--- src/rtl/sys_bus_rsp_pkg.sv ---
// sys_bus_rsp_pkg: shared types and helpers for the system-bus responder
package sys_bus_rsp_pkg;
  typedef enum logic [1:0] {IDLE, WAIT, RESP} state_t;
  localparam int STAT_WR = 0;
  localparam int STAT_RD = 1;
  localparam int STAT_ERR = 2;
  function automatic logic [7:0] byte_merge(input logic [7:0] old_b, input logic [7:0] new_b, input logic sel);
    return sel ? new_b : old_b;
  endfunction
  function automatic logic [31:0] sat_add(input logic [31:0] a, input logic [1:0] b);
    logic [32:0] s;
    s = {1'b0, a} + {31'b0, b};
    return s[32] ? '1 : s[31:0];
  endfunction
endpackage

--- src/rtl/sys_bus_rsp_bytereg.sv ---
// sys_bus_rsp_bytereg: one DW-wide register with per-byte write select
module sys_bus_rsp_bytereg
  import sys_bus_rsp_pkg::*;
#(
  parameter int DW = 32,
  parameter int SW = DW / 8
) (
  input  logic          clk,
  input  logic          rst,
  input  logic          we,
  input  logic [SW-1:0] sel,
  input  logic [DW-1:0] wdata,
  output logic [DW-1:0] q
);
  always_ff @(posedge clk or posedge rst)
    if (rst) q <= '0;
    else if (we)
      for (int i = 0; i < SW; i++) q[8*i +: 8] <= byte_merge(q[8*i +: 8], wdata[8*i +: 8], sel[i]);
endmodule

--- src/rtl/sys_bus_responder.sv ---
// sys_bus_responder: Red Pitaya system-bus responder with NREG byte-writable registers; SYS_BUS_RSP_STATS_EN adds read-only counters
module sys_bus_responder
  import sys_bus_rsp_pkg::*;
#(
  parameter int AW   = 32,
  parameter int DW   = 32,
  parameter int SW   = DW / 8,
  parameter int NREG = 8,
  parameter int LAT  = 0
) (
  input  logic               clk,
  input  logic               rst,
  input  logic [AW-1:0]      sys_addr,
  input  logic [DW-1:0]      sys_wdata,
  input  logic [SW-1:0]      sys_sel,
  input  logic               sys_wen,
  input  logic               sys_ren,
  output logic [DW-1:0]      sys_rdata,
  output logic               sys_err,
  output logic               sys_ack,
  output logic [NREG*DW-1:0] reg_o,
  output logic               busy,
  output logic               ovf
);
  localparam int WW = AW - 2;
  localparam int CW = LAT > 1 ? $clog2(LAT) : 1;
  state_t state, state_nx;
  logic [CW-1:0] cnt, cnt_nx;
  logic [WW-1:0] w_q, w;
  logic [DW-1:0] wdata_q, wd, rd_val;
  logic [SW-1:0] sel_q, sl;
  logic we_q, re_q, we, re;
  logic idle, strobe, go, stat_hit, err;
  logic [DW-1:0] q [NREG];
  logic unused_addr;
  assign unused_addr = ^sys_addr[1:0];
  assign idle = state == IDLE;
  assign busy = !idle;
  assign strobe = sys_wen | sys_ren;
  // In IDLE the transaction is taken straight from the bus so LAT=0 can respond on the next cycle
  assign w  = idle ? sys_addr[AW-1:2] : w_q;
  assign wd = idle ? sys_wdata : wdata_q;
  assign sl = idle ? sys_sel : sel_q;
  assign we = idle ? sys_wen : we_q;
  assign re = idle ? sys_ren : re_q;
  always_comb begin
    state_nx = state;
    cnt_nx = cnt;
    go = 1'b0;
    case (state)
      IDLE: if (strobe) begin
        state_nx = LAT == 0 ? RESP : WAIT;
        cnt_nx = CW'(LAT - 1);
        go = LAT == 0;
      end
      WAIT: begin
        cnt_nx = cnt - 1'b1;
        state_nx = cnt == '0 ? RESP : WAIT;
        go = cnt == '0;
      end
      default: state_nx = IDLE;
    endcase
  end
`ifdef SYS_BUS_RSP_STATS_EN
  logic [31:0] cnt_wr, cnt_rd, cnt_err;
  logic [1:0] err_inc;
  assign stat_hit = w >= WW'(NREG) && w < WW'(NREG + 3);
  assign err_inc = {1'b0, go & err} + {1'b0, strobe & ~idle};
  always_ff @(posedge clk or posedge rst)
    if (rst) begin
      cnt_wr <= '0;
      cnt_rd <= '0;
      cnt_err <= '0;
    end else begin
      cnt_wr <= sat_add(cnt_wr, {1'b0, go & ~err & we});
      cnt_rd <= sat_add(cnt_rd, {1'b0, go & ~err & re});
      cnt_err <= sat_add(cnt_err, err_inc);
    end
`else
  assign stat_hit = 1'b0;
`endif
  // Stats words are read-only, so only a read makes them a valid target
  assign err = (we & re) | ~(w < WW'(NREG) | (stat_hit & re));
  always_comb begin
    rd_val = '0;
    for (int k = 0; k < NREG; k++) if (w == WW'(k)) rd_val = q[k];
`ifdef SYS_BUS_RSP_STATS_EN
    if (w == WW'(NREG + STAT_WR)) rd_val = DW'(cnt_wr);
    if (w == WW'(NREG + STAT_RD)) rd_val = DW'(cnt_rd);
    if (w == WW'(NREG + STAT_ERR)) rd_val = DW'(cnt_err);
`endif
  end
  for (genvar k = 0; k < NREG; k++) begin : g_reg
    sys_bus_rsp_bytereg #(.DW(DW), .SW(SW)) u_reg (
      .clk(clk),
      .rst(rst),
      .we(go & we & ~re & (w == WW'(k))),
      .sel(sl),
      .wdata(wd),
      .q(q[k])
    );
    assign reg_o[k*DW +: DW] = q[k];
  end
  always_ff @(posedge clk or posedge rst)
    if (rst) begin
      state <= IDLE;
      cnt <= '0;
      w_q <= '0;
      wdata_q <= '0;
      sel_q <= '0;
      we_q <= 1'b0;
      re_q <= 1'b0;
      sys_ack <= 1'b0;
      sys_err <= 1'b0;
      sys_rdata <= '0;
      ovf <= 1'b0;
    end else begin
      state <= state_nx;
      cnt <= cnt_nx;
      if (idle && strobe) begin
        w_q <= sys_addr[AW-1:2];
        wdata_q <= sys_wdata;
        sel_q <= sys_sel;
        we_q <= sys_wen;
        re_q <= sys_ren;
      end
      sys_ack <= go & ~err;
      sys_err <= go & err;
      sys_rdata <= (go & ~err & re) ? rd_val : '0;
      ovf <= ovf | (strobe & ~idle);
    end
endmodule

--- config.mk ---
export PLATFORM = sky130hd
export DESIGN_NAME = sys_bus_responder
export DESIGN_NICKNAME = d
export VERILOG_FILES = /design/src/rtl/sys_bus_rsp_pkg.sv /design/src/rtl/sys_bus_rsp_bytereg.sv /design/src/rtl/sys_bus_responder.sv
export SDC_FILE = /design/constraint.sdc
export NUM_CORES = 1
export LEC_CHECK = 0
export BUFFER_PORTS_ARGS = -buffer_cell sky130_fd_sc_hd__buf_2
export CAP_MARGIN = 20
export CORE_ASPECT_RATIO = 0.9
export CORE_MARGIN = 2
export CORE_UTILIZATION = 50
export CTS_BUF_LIST = sky130_fd_sc_hd__clkbuf_16
export DETAILED_ROUTE_END_ITERATION = 16
export PLACE_DENSITY_LB_ADDON = 0.1
export SYNTH_ARGS = -nofsm -noshare
export SYNTH_HDL_FRONTEND = slang
export SYNTH_HIERARCHICAL = 1
export SYNTH_SLANG_ARGS = --single-unit
--- constraint.sdc ---
create_clock -name clk -period 7.24 [get_ports clk]
set_input_delay 0 -clock clk [delete_from_list [all_inputs] [get_ports clk]]
set_output_delay 0 -clock clk [all_outputs]
set_load 0.03 [all_outputs]
Yosys cells after proc, flatten, opt, wreduce, memory -nomap -nowiden
Cells that the tools add are included. Widths: inputs -> output; s select.

Register bits after elaboration: 362. Output and inout bits: 292. Logic and storage cells: 136.

Add/subtract/negate cells: 1. Magnitude comparators: 1. Eq/ne operators: 9. Muxes and demuxes: 21. Bitwise logic cells: 23. Reduce and logical (&&, ||, !) cells: 38.

Operators with widths (number): $mux 32 (10); $eq 30x3->1 const B (4); $reduce_and 2->1 (33); $eq 30x2->1 const B (2); $eq 30x1->1 const B (1); $logic_not 30->1 (1); $lt 30x4->1 const B (1); $mux 30 (1); $and 1x1->1 (15); $not 1->1 (5); $mux 1 (4); $mux 2 (2); $mux 4 (1); $pmux 1 s2 (2); $pmux 2 s2 (1); $or 1x1->1 (3); $eq 2x1->1 const B (1); $logic_not 2->1 (1); $ne 2x1->1 const B (1); $reduce_bool 2->1 (1); $logic_and 1x1->1 (1); $logic_not 1->1 (1); $sub 1x1->1 const B (1).

Logic depth before layout (Yosys ltp)
Gate-level depths: netlist of the first run.

Depth after elaboration: 12. Gate-level depth with buffers: 9. Gate-level depth less buffers: 8.

Modules after synthesis
Netlist of the first run, hierarchy kept.

Modules (own cells, without submodules): sys_bus_rsp_bytereg (instances 8, cells an instance 69, area an instance 1189.9 um^2, seq. area each 800.8 um^2); sys_bus_responder (instances 1, cells an instance 640, area an instance 6530.0 um^2, seq. area each 2652.5 um^2).

Least setup slack after synthesis of the first run
OpenSTA, ideal clock, no wires.

Kind: register to register. Start: register state[0]. End: register g_reg[4].u_reg.q[0]. Data arrival time: 2267 ps. Data required time: 7115 ps. Slack: 4848 ps. Stages on the path, launching flop included: 9. Clock period less this slack: 2392 ps. Cells stage by stage: dfrtp_1 -> nor2_4 -> mux2i_1 -> buf_2 -> nor2_1 -> buf_2 -> and3_1 -> nand2_2 -> mux2_2.

Longest elaborated chain between the ends: 6. Elaborated cells on any way between the ends: 14. Those cells by class: 2 x eq/ne; 6 x mux; 4 x bitwise; 2 x reduce/logical.

Ends and longest elaborated chain: start: declaration (RTL line sys_bus_responder.sv:27) `state_t state, state_nx;`; start signal: assignment (RTL line sys_bus_responder.sv:118) `state <= state_nx;`; $eq 2x1->1 / $logic_not 2->1 (equally long branches) (RTL line sys_bus_responder.sv:50, sys_bus_responder.sv:37); $pmux 1 s2, or another cell as far along (RTL line sys_bus_responder.sv:50) `case (state)`; $and 1x1->1 / $not 1->1 (equally long branches) (RTL line sys_bus_responder.sv:97) `.we(go & we & ~re & (w == WW'(k))),`; $and 1x1->1 (2 in series) (RTL line sys_bus_responder.sv:97); $reduce_and 2->1 (no line); end signal: assignment (RTL line sys_bus_rsp_bytereg.sv:16) `if (rst) q <= '0;`; end: declaration (RTL line sys_bus_rsp_bytereg.sv:13) `output logic [DW-1:0] q`.

Parallel ways exist; a longest one is shown, timed or not. A chain may end at the register's enable or synchronous reset.

Worst setup path after layout of the first run
Start: register state[0]. End: register g_reg[7].u_reg.q[30].

Longest elaborated chain between the ends: 6. Elaborated cells on any way between the ends: 14. Those cells by class: 2 x eq/ne; 6 x mux; 4 x bitwise; 2 x reduce/logical.

Ends and longest elaborated chain (RTL line): $eq 2x1->1 / $logic_not 2->1 (equally long branches) (sys_bus_responder.sv:50, sys_bus_responder.sv:37); $pmux 1 s2, or another cell as far along (sys_bus_responder.sv:50); $and 1x1->1 / $not 1->1 (equally long branches) (sys_bus_responder.sv:97); $and 1x1->1 (2 in series) (sys_bus_responder.sv:97); $reduce_and 2->1 (no line); end signal: assignment (sys_bus_rsp_bytereg.sv:16); end: declaration (sys_bus_rsp_bytereg.sv:13).

Parallel ways exist; a longest one is shown, timed or not.

==> results.json, run 1 <==
{
  "maxSlewViolCount": 0,
  "wl_per_cell_um": 26.30,
  "core_um2": 31730,
  "postSynthCellCount": 1192,
  "clk_pin_slew_ps": 60,
  "avgSynthCellArea_um2": 13.46,
  "hold_viol": 0,
  "p_leak_nw": 10.49,
  "drc_errors": 0,
  "drt_first_pass_iters": 6,
  "yosys_warnings": 6,
  "clockBufferDepth": 3,
  "yosys.area.top_type_share_pct": 56.44,
  "slowest_delay_ps": 680,
  "rsz0062_at_grt": "false",
  "routabilityCongestion": 0.8104,
  "wirelength_um": 54150,
  "die_y_um": 174.0,
  "synth_cell_types": 48,
  "io_buffers": 361,
  "num_rows": 62,
  "syn_area_um2": 16050,
  "fin_nets": 1688,
  "cts_tree": "done",
  "end_kind": "flip-flop",
  "met3_usage_pct": 6.865,
  "met1_usage_pct": 44.66,
  "slew_headroom_pct": 25.83,
  "gr-total-overflow": 0,
  "peakVddDrop_v": 0.0001945,
  "finalCritPeriodShare_pct": 58.51,
  "path_class": "reg -> reg",
  "post_cts_buffers": 0,
  "globalRouteTotalUtil_pct": 32.01,
  "power.density_nw_per_um2": 229.6,
  "via_count": 12286,
  "grt_pass1_vias": 12408,
  "worst_pin_slew_ps": 1111,
  "fmax_mhz": 236.0,
  "yosys.area.top_type": "dfrtp_1",
  "hp-class": "in -> async",
  "vias_per_cell": 5.967,
  "htreeDepth": 2,
  "cts_root_buffer": "clkbuf_16",
  "critPathRequiredTime_ps": 7640,
  "seqCellArea_um2": 9059,
  "cp_top_family": "simple AND/OR/NAND/NOR gates",
  "fin_tns_setup_ps": 0,
  "cp_cell_sequence": "nor2_4 -> buf_4 -> nand4_1 -> o22a_1 -> nor2_4 -> buf_4 -> and3_1 -> nand2_2 -> mux2_2",
  "period_needed_ps": 4236,
  "critPathBufInv": 2,
  "crit_arrival_ps": 4630,
  "top_usage_layer": "met2",
  "setup_viol": 0,
  "io-pin-count": 364,
  "clk_latency_ps": 530,
  "max_cap_violations": 0,
  "die-area_um2": 33550,
  "synth-seq-cells": 362,
  "critPathMaxFanout": 51,
  "dp_hpwl_um": 34220,
  "skew_ps": 19.94,
  "die_x_um": 192.9,
  "ys_seq_area_share_pct": 56.44,
  "initial_utilization_pct": 50.58,
  "multi_input_area_um2": 6678,
  "drtIter0Drc": 988,
  "cp-start-kind": "flip-flop",
  "area_growth_pct": 24.85,
  "clock-sinks": 362,
  "synth_area_leaders": "dfrtp_1 56%, mux2_2 25%, nand2_1 3.4%",
  "rrSetupSlack_ps": 3000,
  "layout-drive-gt1-share_pct": 51.58,
  "syn_nets": 1264,
  "ctsResizeCount": 0,
  "met2_usage_pct": 50.94,
  "cts_buffers": 39,
  "final_cell_count_no_fill": 2059,
  "antenna_found_initial": 2,
  "placed_cells": 1921,
  "ant_nets": 0,
  "num-fill-cells": 2575,
  "grt_pass1_wl_um": 79110,
  "outcome": "complete, no violations",
  "crit_slowest_cell": "buf_4",
  "grt_max_degree": 71,
  "cts_hold_buf": 70
}
==> placed cells by master, fill, tap and decap left out, types with 8 or more instances in the layout <==
| cell | Yosys | routed |
|---|---|---|
| a221oi_1 | 34 | 34 |
| a221oi_2 | 22 | 22 |
| a222oi_1 | 28 | 28 |
| a22o_1 | 8 | 8 |
| buf_2 | 21 | 361 |
| buf_4 | 7 | 11 |
| clkbuf_16 | 0 | 41 |
| clkinv_1 | 0 | 8 |
| dfrtp_1 | 362 | 362 |
| dlygate4sd3_1 | 0 | 70 |
| inv_1 | 12 | 13 |
| inv_2 | 1 | 9 |
| mux2_2 | 350 | 350 |
| nand2_1 | 144 | 143 |
| nand2_2 | 32 | 33 |
| nor4_1 | 14 | 14 |
| o21ai_0 | 30 | 30 |
| o22a_1 | 29 | 29 |
==> worst register-to-register path: stages, from the launching register on <==
cell and delay, ps:
dfrtp_1 480, nor2_4 150, buf_4 680, nand4_1 230, o22a_1 410, nor2_4 590
buf_4 490, and3_1 430, nand2_2 290, mux2_2 360
==> synth_stat cells, drive strengths merged <==
cell type / count
mux2i: 2
a31oi: 1
o21ai: 32
and2: 3
a221oi: 56
o21a: 2
nand2: 176
buf: 38
nor3: 2
dfrtp: 362
a22oi: 2
a211o: 1
inv: 13
nand4bb: 1
nand2b: 2
o211ai: 1
a22o: 8
and3: 6
o22a: 29
mux2: 350
nand3: 1
a21oi: 5
a21o: 2
nor2b: 1
a222oi: 28
nor4: 14
nand3b: 2
nor2: 10
or4: 1
clkbuf: 21
or4b: 2
o221ai: 2
o21bai: 1
nand4: 4
a311o: 1
nor3b: 1
a2111oi: 5
or3: 3
o31ai: 1
==> cell families (layout without fill, tap and decap cells) <==
logic type | Yosys count | after routing | synth area share [%]
compound gates | 177 | 177 | 9.878
buf+inv | 72 | 522 | 2.339
flops | 362 | 362 | 56.44
mux | 352 | 352 | 24.68
other cells | 0 | 1 | 0
simple gates | 229 | 229 | 6.658
==> flip-flops by register name (all words and copies together) (netlist names) <==
signal	flops
cnt	1
g.u_reg/q	256
ovf	1
re_q	1
sel_q	4
state	2
sys_ack	1
sys_err	1
sys_rdata	32
w_q	30
wdata_q	32
we_q	1
==> path summary, 6_finish.rpt <==
path | cells after the start | to | startpoint
worst max-delay path | 9 | g_reg[7].u_reg/q[30] | state[0]
max in group asynchronous | 4 | w_q[16] | rst
worst min register to register | 1 | ovf | ovf
min in group clk | 3 | w_q[7] | sys_addr[9]
worst min-delay path | 3 | wdata_q[1] | rst
worst max register to register | 9 | g_reg[7].u_reg/q[30] | state[0]
==> metal layers <==
layer,vias to the layer above,part of all wire [%]
met5,-,0
met4,0,2.4
met3,78,8.6
met2,548,47
met1,6346,42
li1,5314,-
==> where the power goes <==
part,total (mW),switching (mW),leakage [nW],internal (mW)
Combinational,0.650,0.428,5.00,0.222
Sequential,2.14,0.0418,4.89,2.09
Clock,1.82,0.799,0.603,1.02
==> stage by stage <==
step                      worst slack, ps  cell area (um^2)  power, mW  utilization [%]  hold slack, ps
final                                3004             20040      4.601            63.16           242.8
after global routing                 2933             20040      4.770            63.15           259.7
after CTS                            3024             20040      4.614            63.15           237.1
after detailed placement             3065             18200      2.784            57.35           206.6
after global placement               3104             18200      2.768            57.35           199.1
after floorplan                      4451             16050      2.583                -           116.2
==> area by class of cell <==
class	instances	area share, %
multi-input combinational	758	33.32
tap	416	2.598
timing repair buffer	442	12.93
inverter	13	0.2560
antenna	1	0.01249
sequential	362	45.21
clock buffer	41	5.120
clock inverter	26	0.5557
No activity file was read; power rests on OpenSTA's default activity.
==> run 2: changes to the inputs <==
clock period = 4.35 ns   (was 7.24 ns; I/O delays follow)
==> run 2 against run 1 <==
Effect of this change:
- cell count up 0.73%
- sequential cell count unchanged
- routed wire length grew 0.54%
- sequential share of layout area decreased by 0.30 points
- critical endpoint is now g_reg[0].u_reg/q[12]
- clock power is 70% higher
- maximum frequency increased by 22%
- largest cell class unchanged
==> results.json, run 2 (synthesis results as in run 1) <==
{
  "cts_hold_buf": 70,
  "worst_pin_slew_ps": 1041,
  "setup_viol": 0,
  "io_buffers": 361,
  "crit_slowest_cell": "nor2b_1",
  "clock-sinks": 362,
  "finalCritPeriodShare_pct": 79.96,
  "cts_root_buffer": "clkbuf_16",
  "crit_cells": 8,
  "routabilityCongestion": 0.7860,
  "vias_per_cell": 5.930,
  "fin_tns_setup_ps": 0,
  "slowest_delay_ps": 510,
  "final_cell_count_no_fill": 2074,
  "area_growth_pct": 25.70,
  "hp-class": "in -> async",
  "dpl_cell_area_um2": 18270,
  "end_kind": "flip-flop",
  "ant_nets": 0,
  "outcome": "complete, no violations",
  "largest_reg_flops": 256,
  "top_register": "g.u_reg/q",
  "p_leak_nw": 10.54,
  "critPathBufInv": 1,
  "drtIter0Drc": 987,
  "num_rows": 62,
  "fmax_mhz": 287.5,
  "core_um2": 31730,
  "cts_buffers": 39,
  "post_cts_buffers": 0,
  "clockBufferDepth": 3,
  "placed_cells": 1931,
  "skew_ps": 16.05,
  "globalRouteTotalUtil_pct": 32.35,
  "period_needed_ps": 3478,
  "grt_pass1_vias": 12400,
  "rsz0062_at_grt": "false",
  "cp_cell_sequence": "nor2_4 -> inv_2 -> or3_1 -> a21oi_1 -> nand3b_1 -> nor2b_1 -> nand2_2 -> mux2_2",
  "drc_errors": 0,
  "maxSlewViolCount": 0,
  "slew_headroom_pct": 30.34,
  "grt_pass1_wl_um": 79990,
  "reg_top3": "g.u_reg/q x256, sys_rdata x32, wdata_q x32",
  "wl_per_cell_um": 26.25,
  "path_class": "reg -> reg",
  "cts_tree": "done",
  "cp-start-kind": "flip-flop",
  "finish.instance_area_um2": 20170,
  "antenna_found_initial": 4,
  "critPathMaxFanout": 19,
  "wirelength_um": 54440,
  "peakVddDrop_v": 0.0003296,
  "via_count": 12298,
  "final_common_cell": "dfrtp_1",
  "dp_hpwl_um": 35590,
  "max_cap_violations": 0,
  "die_y_um": 174.0,
  "fin_nets": 1699,
  "clk_pin_slew_ps": 60,
  "die-area_um2": 33550,
  "gr-total-overflow": 0,
  "die_x_um": 192.9,
  "io-pin-count": 364,
  "grt_max_degree": 42,
  "layout_common_cells": "362 x dfrtp_1, 361 x buf_2, 350 x mux2_2",
  "clk_latency_ps": 520,
  "hold_viol": 0,
  "critPathRequiredTime_ps": 4760,
  "cp_top_family": "simple AND/OR/NAND/NOR gates",
  "rr_worst_depth": 8,
  "layout-drive-gt1-share_pct": 51.84,
  "htreeDepth": 2,
  "crit_arrival_ps": 3880,
  "initial_utilization_pct": 50.58,
  "drt_first_pass_iters": 5,
  "ctsResizeCount": 0,
  "power.density_nw_per_um2": 384.4
}
-- run 2: cell types whose count changed in the layout (fill, tap and decap cells not counted), moves of 2 or more --
cell | previous run | this run
buf_4 | 11 | 21
clkinv_1 | 8 | 13
diode_2 | 1 | 3
clkinv_2 | 7 | 5
inv_1 | 13 | 10
-- run 2: cell type report --
cell class	instances	area [um^2]
Inverter	13	51.30
Fill cell	2564	11550
Tap cell	416	520.5
Timing Repair Buffer	453	2685
Clock buffer	41	1026
Sequential cell	362	9059
Clock inverter	28	146.4
Multi-Input combinational cell	758	6678
Antenna cell	3	7.507
-- run 2: where the power goes --
group	internal (mW)	switching, mW	leakage (nW)	total (mW)
Sequential	3.49	0.0709	4.89	3.56
Clock	1.75	1.34	0.601	3.09
Combinational	0.383	0.719	5.05	1.10
Total	5.62	2.13	10.5	7.75
-- run 2: per-stage QoR --
stage	total power, mW	hold slack [ps]	utilization [%]	setup slack [ps]
finish	7.754	193.9	63.58	872.0
global route	8.029	210.4	63.57	708.2
CTS	7.778	241.9	63.49	952.1
detailed placement	4.647	235.1	57.59	971.1
global placement	4.621	220.5	57.59	1021
floorplan	4.298	116.2	-	1561
-- run 2: final timing paths --
check,startpoint,to,slack [ps]
worst max-delay path,state[0],g_reg[0].u_reg/q[12],870
worst min-delay path,rst,g_reg[0].u_reg/q[6],190
worst max register to register,state[0],g_reg[0].u_reg/q[12],870
worst min register to register,ovf,ovf,490
max in group asynchronous,rst,w_q[7],3100
min in group clk,sys_wdata[11],wdata_q[11],250
-- run 2: routing by layer --
| layer | up-vias | track usage, % | wire length (um) | part of all wire [%] |
|---|---|---|---|---|
| met5 | - | 0 | 0 | 0 |
| met4 | 0 | 8.842 | 1364 | 2.5 |
| met3 | 80 | 6.118 | 4288 | 7.9 |
| met2 | 546 | 51.43 | 25520 | 47 |
| met1 | 6324 | 45.62 | 23270 | 43 |
| li1 | 5348 | - | - | - |
-- run 2: worst reg2reg max path: stages, from the launching register on --
cell      delay [ps]
dfrtp_1          460
nor2_4           330
inv_2            320
or3_1            390
a21oi_1          380
nand3b_1         220
nor2b_1          520
nand2_2          380
mux2_2           380
==> run 3: changes to the inputs <==
clock period = 3.3 ns   (was 4.35 ns; I/O delays follow)
==> run 3 against run 2 <==
Effect of this change:
- maximum frequency increased by 14%
- largest power group unchanged
- sequential share of layout area decreased by 0.33 points
- non-clock buffer count grew 4
==> results.json, run 3 (synthesis results as in run 1) <==
{
  "outcome": "complete, no violations",
  "period_needed_ps": 3049,
  "die_x_um": 192.9,
  "ctsResizeCount": 0,
  "hold_viol": 0,
  "crit_start": "state[1]",
  "fin_ws_ps": 250.6,
  "placed_cells": 1936,
  "critPathMaxFanout": 16,
  "drtIter0Drc": 1029,
  "swShare_pct": 27.31,
  "final_cell_count_no_fill": 2078,
  "hp-start": "sys_wdata[11]",
  "cts_buffers": 39,
  "rr_worst_depth": 8,
  "io_buffers": 361,
  "grt_max_degree": 59,
  "clk_pin_slew_ps": 60,
  "core_um2": 31730,
  "skew_ps": 11.38,
  "met1_length_um": 22570,
  "die_y_um": 174.0,
  "vias_per_cell": 5.951,
  "worst_pin_slew_ps": 1089,
  "layout_common_cells": "362 x dfrtp_1, 361 x buf_2, 350 x mux2_2",
  "clk_latency_ps": 540,
  "intPower_mw": 7.643,
  "die-area_um2": 33550,
  "dp_hpwl_um": 35380,
  "fin_tns_setup_ps": 0,
  "layout-drive-gt1-share_pct": 52.53,
  "cp-start-kind": "flip-flop",
  "area_growth_pct": 26.63,
  "rsz0062_at_grt": "false",
  "maxSlewViolCount": 0,
  "r2r-end": "g_reg[0].u_reg/q[13]",
  "wl_met3_um": 4827,
  "peakVddDrop_v": 0.0004616,
  "htreeDepth": 2,
  "switchingPower_mw": 2.872,
  "hp-class": "in -> reg",
  "routabilityCongestion": 0.7956,
  "hold_ws_ps": 242.8,
  "cp_cell_sequence": "nor2_4 -> buf_4 -> nand4_1 -> o22a_1 -> nand3b_1 -> nor2b_1 -> nand2_2 -> mux2_2",
  "reg_top3": "g.u_reg/q x256, sys_rdata x32, wdata_q x32",
  "io-pin-count": 364,
  "initial_utilization_pct": 50.58,
  "crit_slowest_cell": "nor2b_1",
  "finalCritPeriodShare_pct": 92.41,
  "gr-total-overflow": 0,
  "wirelength_um": 54250,
  "p_leak_nw": 10.61,
  "pwr-share-seq_pct": 44.6,
  "dr.max_layer_used": "met4",
  "max_cap_violations": 0,
  "end_kind": "flip-flop",
  "setup_viol": 0,
  "drt_first_pass_iters": 6,
  "cts_root_buffer": "clkbuf_16",
  "globalRouteTotalUtil_pct": 32.58,
  "grt_pass1_vias": 12679,
  "drc_errors": 0,
  "via_count": 12367,
  "r2r-start": "state[1]",
  "antenna_found_initial": 3,
  "path_class": "reg -> reg",
  "num_rows": 62,
  "hold_depth": 3,
  "clock-sinks": 362,
  "largest_reg_flops": 256,
  "wl_per_cell_um": 26.11,
  "comb_power_share_pct": 14.1,
  "crit_arrival_ps": 3460,
  "clockBufferDepth": 3,
  "rrSetupSlack_ps": 250,
  "fmax_mhz": 327.9,
  "slew_headroom_pct": 27.31,
  "cts_tree": "done",
  "met2_length_um": 25010,
  "fin_nets": 1703,
  "top_register": "g.u_reg/q",
  "power.density_nw_per_um2": 517.4,
  "post-place-ws_ps": 248.9,
  "final_common_cell": "dfrtp_1",
  "hold_end": "wdata_q[11]",
  "grt_pass1_wl_um": 80700,
  "clkPwrFrac_pct": 41.3,
  "slowest_delay_ps": 500,
  "ant_nets": 0,
  "critPathRequiredTime_ps": 3710
}
[run 3: changes by cell type in the layout (fill, tap and decap cells not counted), moves of 3 or more]
cell / change
clkinv_1: -6
buf_12: +3
inv_1: -3
bufinv_16: +3
clkinv_2: +6
[run 3: layout make-up]
class | count | area [um^2]
Fill cell | 2508 | 11400
Sequential cell | 362 | 9059
Multi-Input combinational cell | 758 | 6678
Timing Repair Buffer | 457 | 2753
Clock buffer | 40 | 1001
Tap cell | 416 | 520.5
Clock inverter | 30 | 256.5
Inverter | 13 | 51.30
Antenna cell | 2 | 5.005
[run 3: worst max-delay path, delay by kind of cell, from the launching register on]
family          cells  cell delay [ps]
compound gates      1              370
flops               1              470
buf+inv             1              260
simple gates        5             1430
mux                 1              370
[run 3: worst max-delay path by stage]
stage,endpoint,cells after the start
finish,g_reg[0].u_reg/q[13],8
global route,g_reg[0].u_reg/q[13],8
detailed placement,g_reg[0].u_reg/q[13],8
global placement,g_reg[0].u_reg/q[30],8
CTS,g_reg[0].u_reg/q[13],8
floorplan,cnt,1
[run 3: power groups by stage]
stage          Sequential, mW  Clock, mW  Combinational, mW
2_1_floorplan            4.74          0              0.928
6_report                 4.69       4.35               1.48
3_5_place_dp             4.76          0               1.39
3_3_place_gp             4.76          0               1.37
4_1_cts                  4.68       4.39               1.47
5_1_grt                  4.70       4.58               1.60
[run 3: what timing repair did]
action | CTS | global route
hold endpoints to repair | 387 | 0
hold buffers | 70 | 0
buffers inserted | 0 | 0
[run 3: through the flow]
stage | cell area [um^2] | util [%] | total power [mW]
after global routing | 20320 | 64.04 | 10.88
after floorplan | 16050 | - | 5.666
after global placement | 18360 | 57.87 | 6.123
after detailed placement | 18360 | 57.87 | 6.158
final | 20320 | 64.05 | 10.52
after CTS | 20320 | 64.04 | 10.54
[run 3: layer usage]
| metal | global-route usage [%] | up-vias |
|---|---|---|
| met2 | 50.33 | 601 |
| met5 | 0 | - |
| met4 | 11.55 | 0 |
| met3 | 7.167 | 126 |
| li1 | - | 5336 |
| met1 | 45.48 | 6304 |
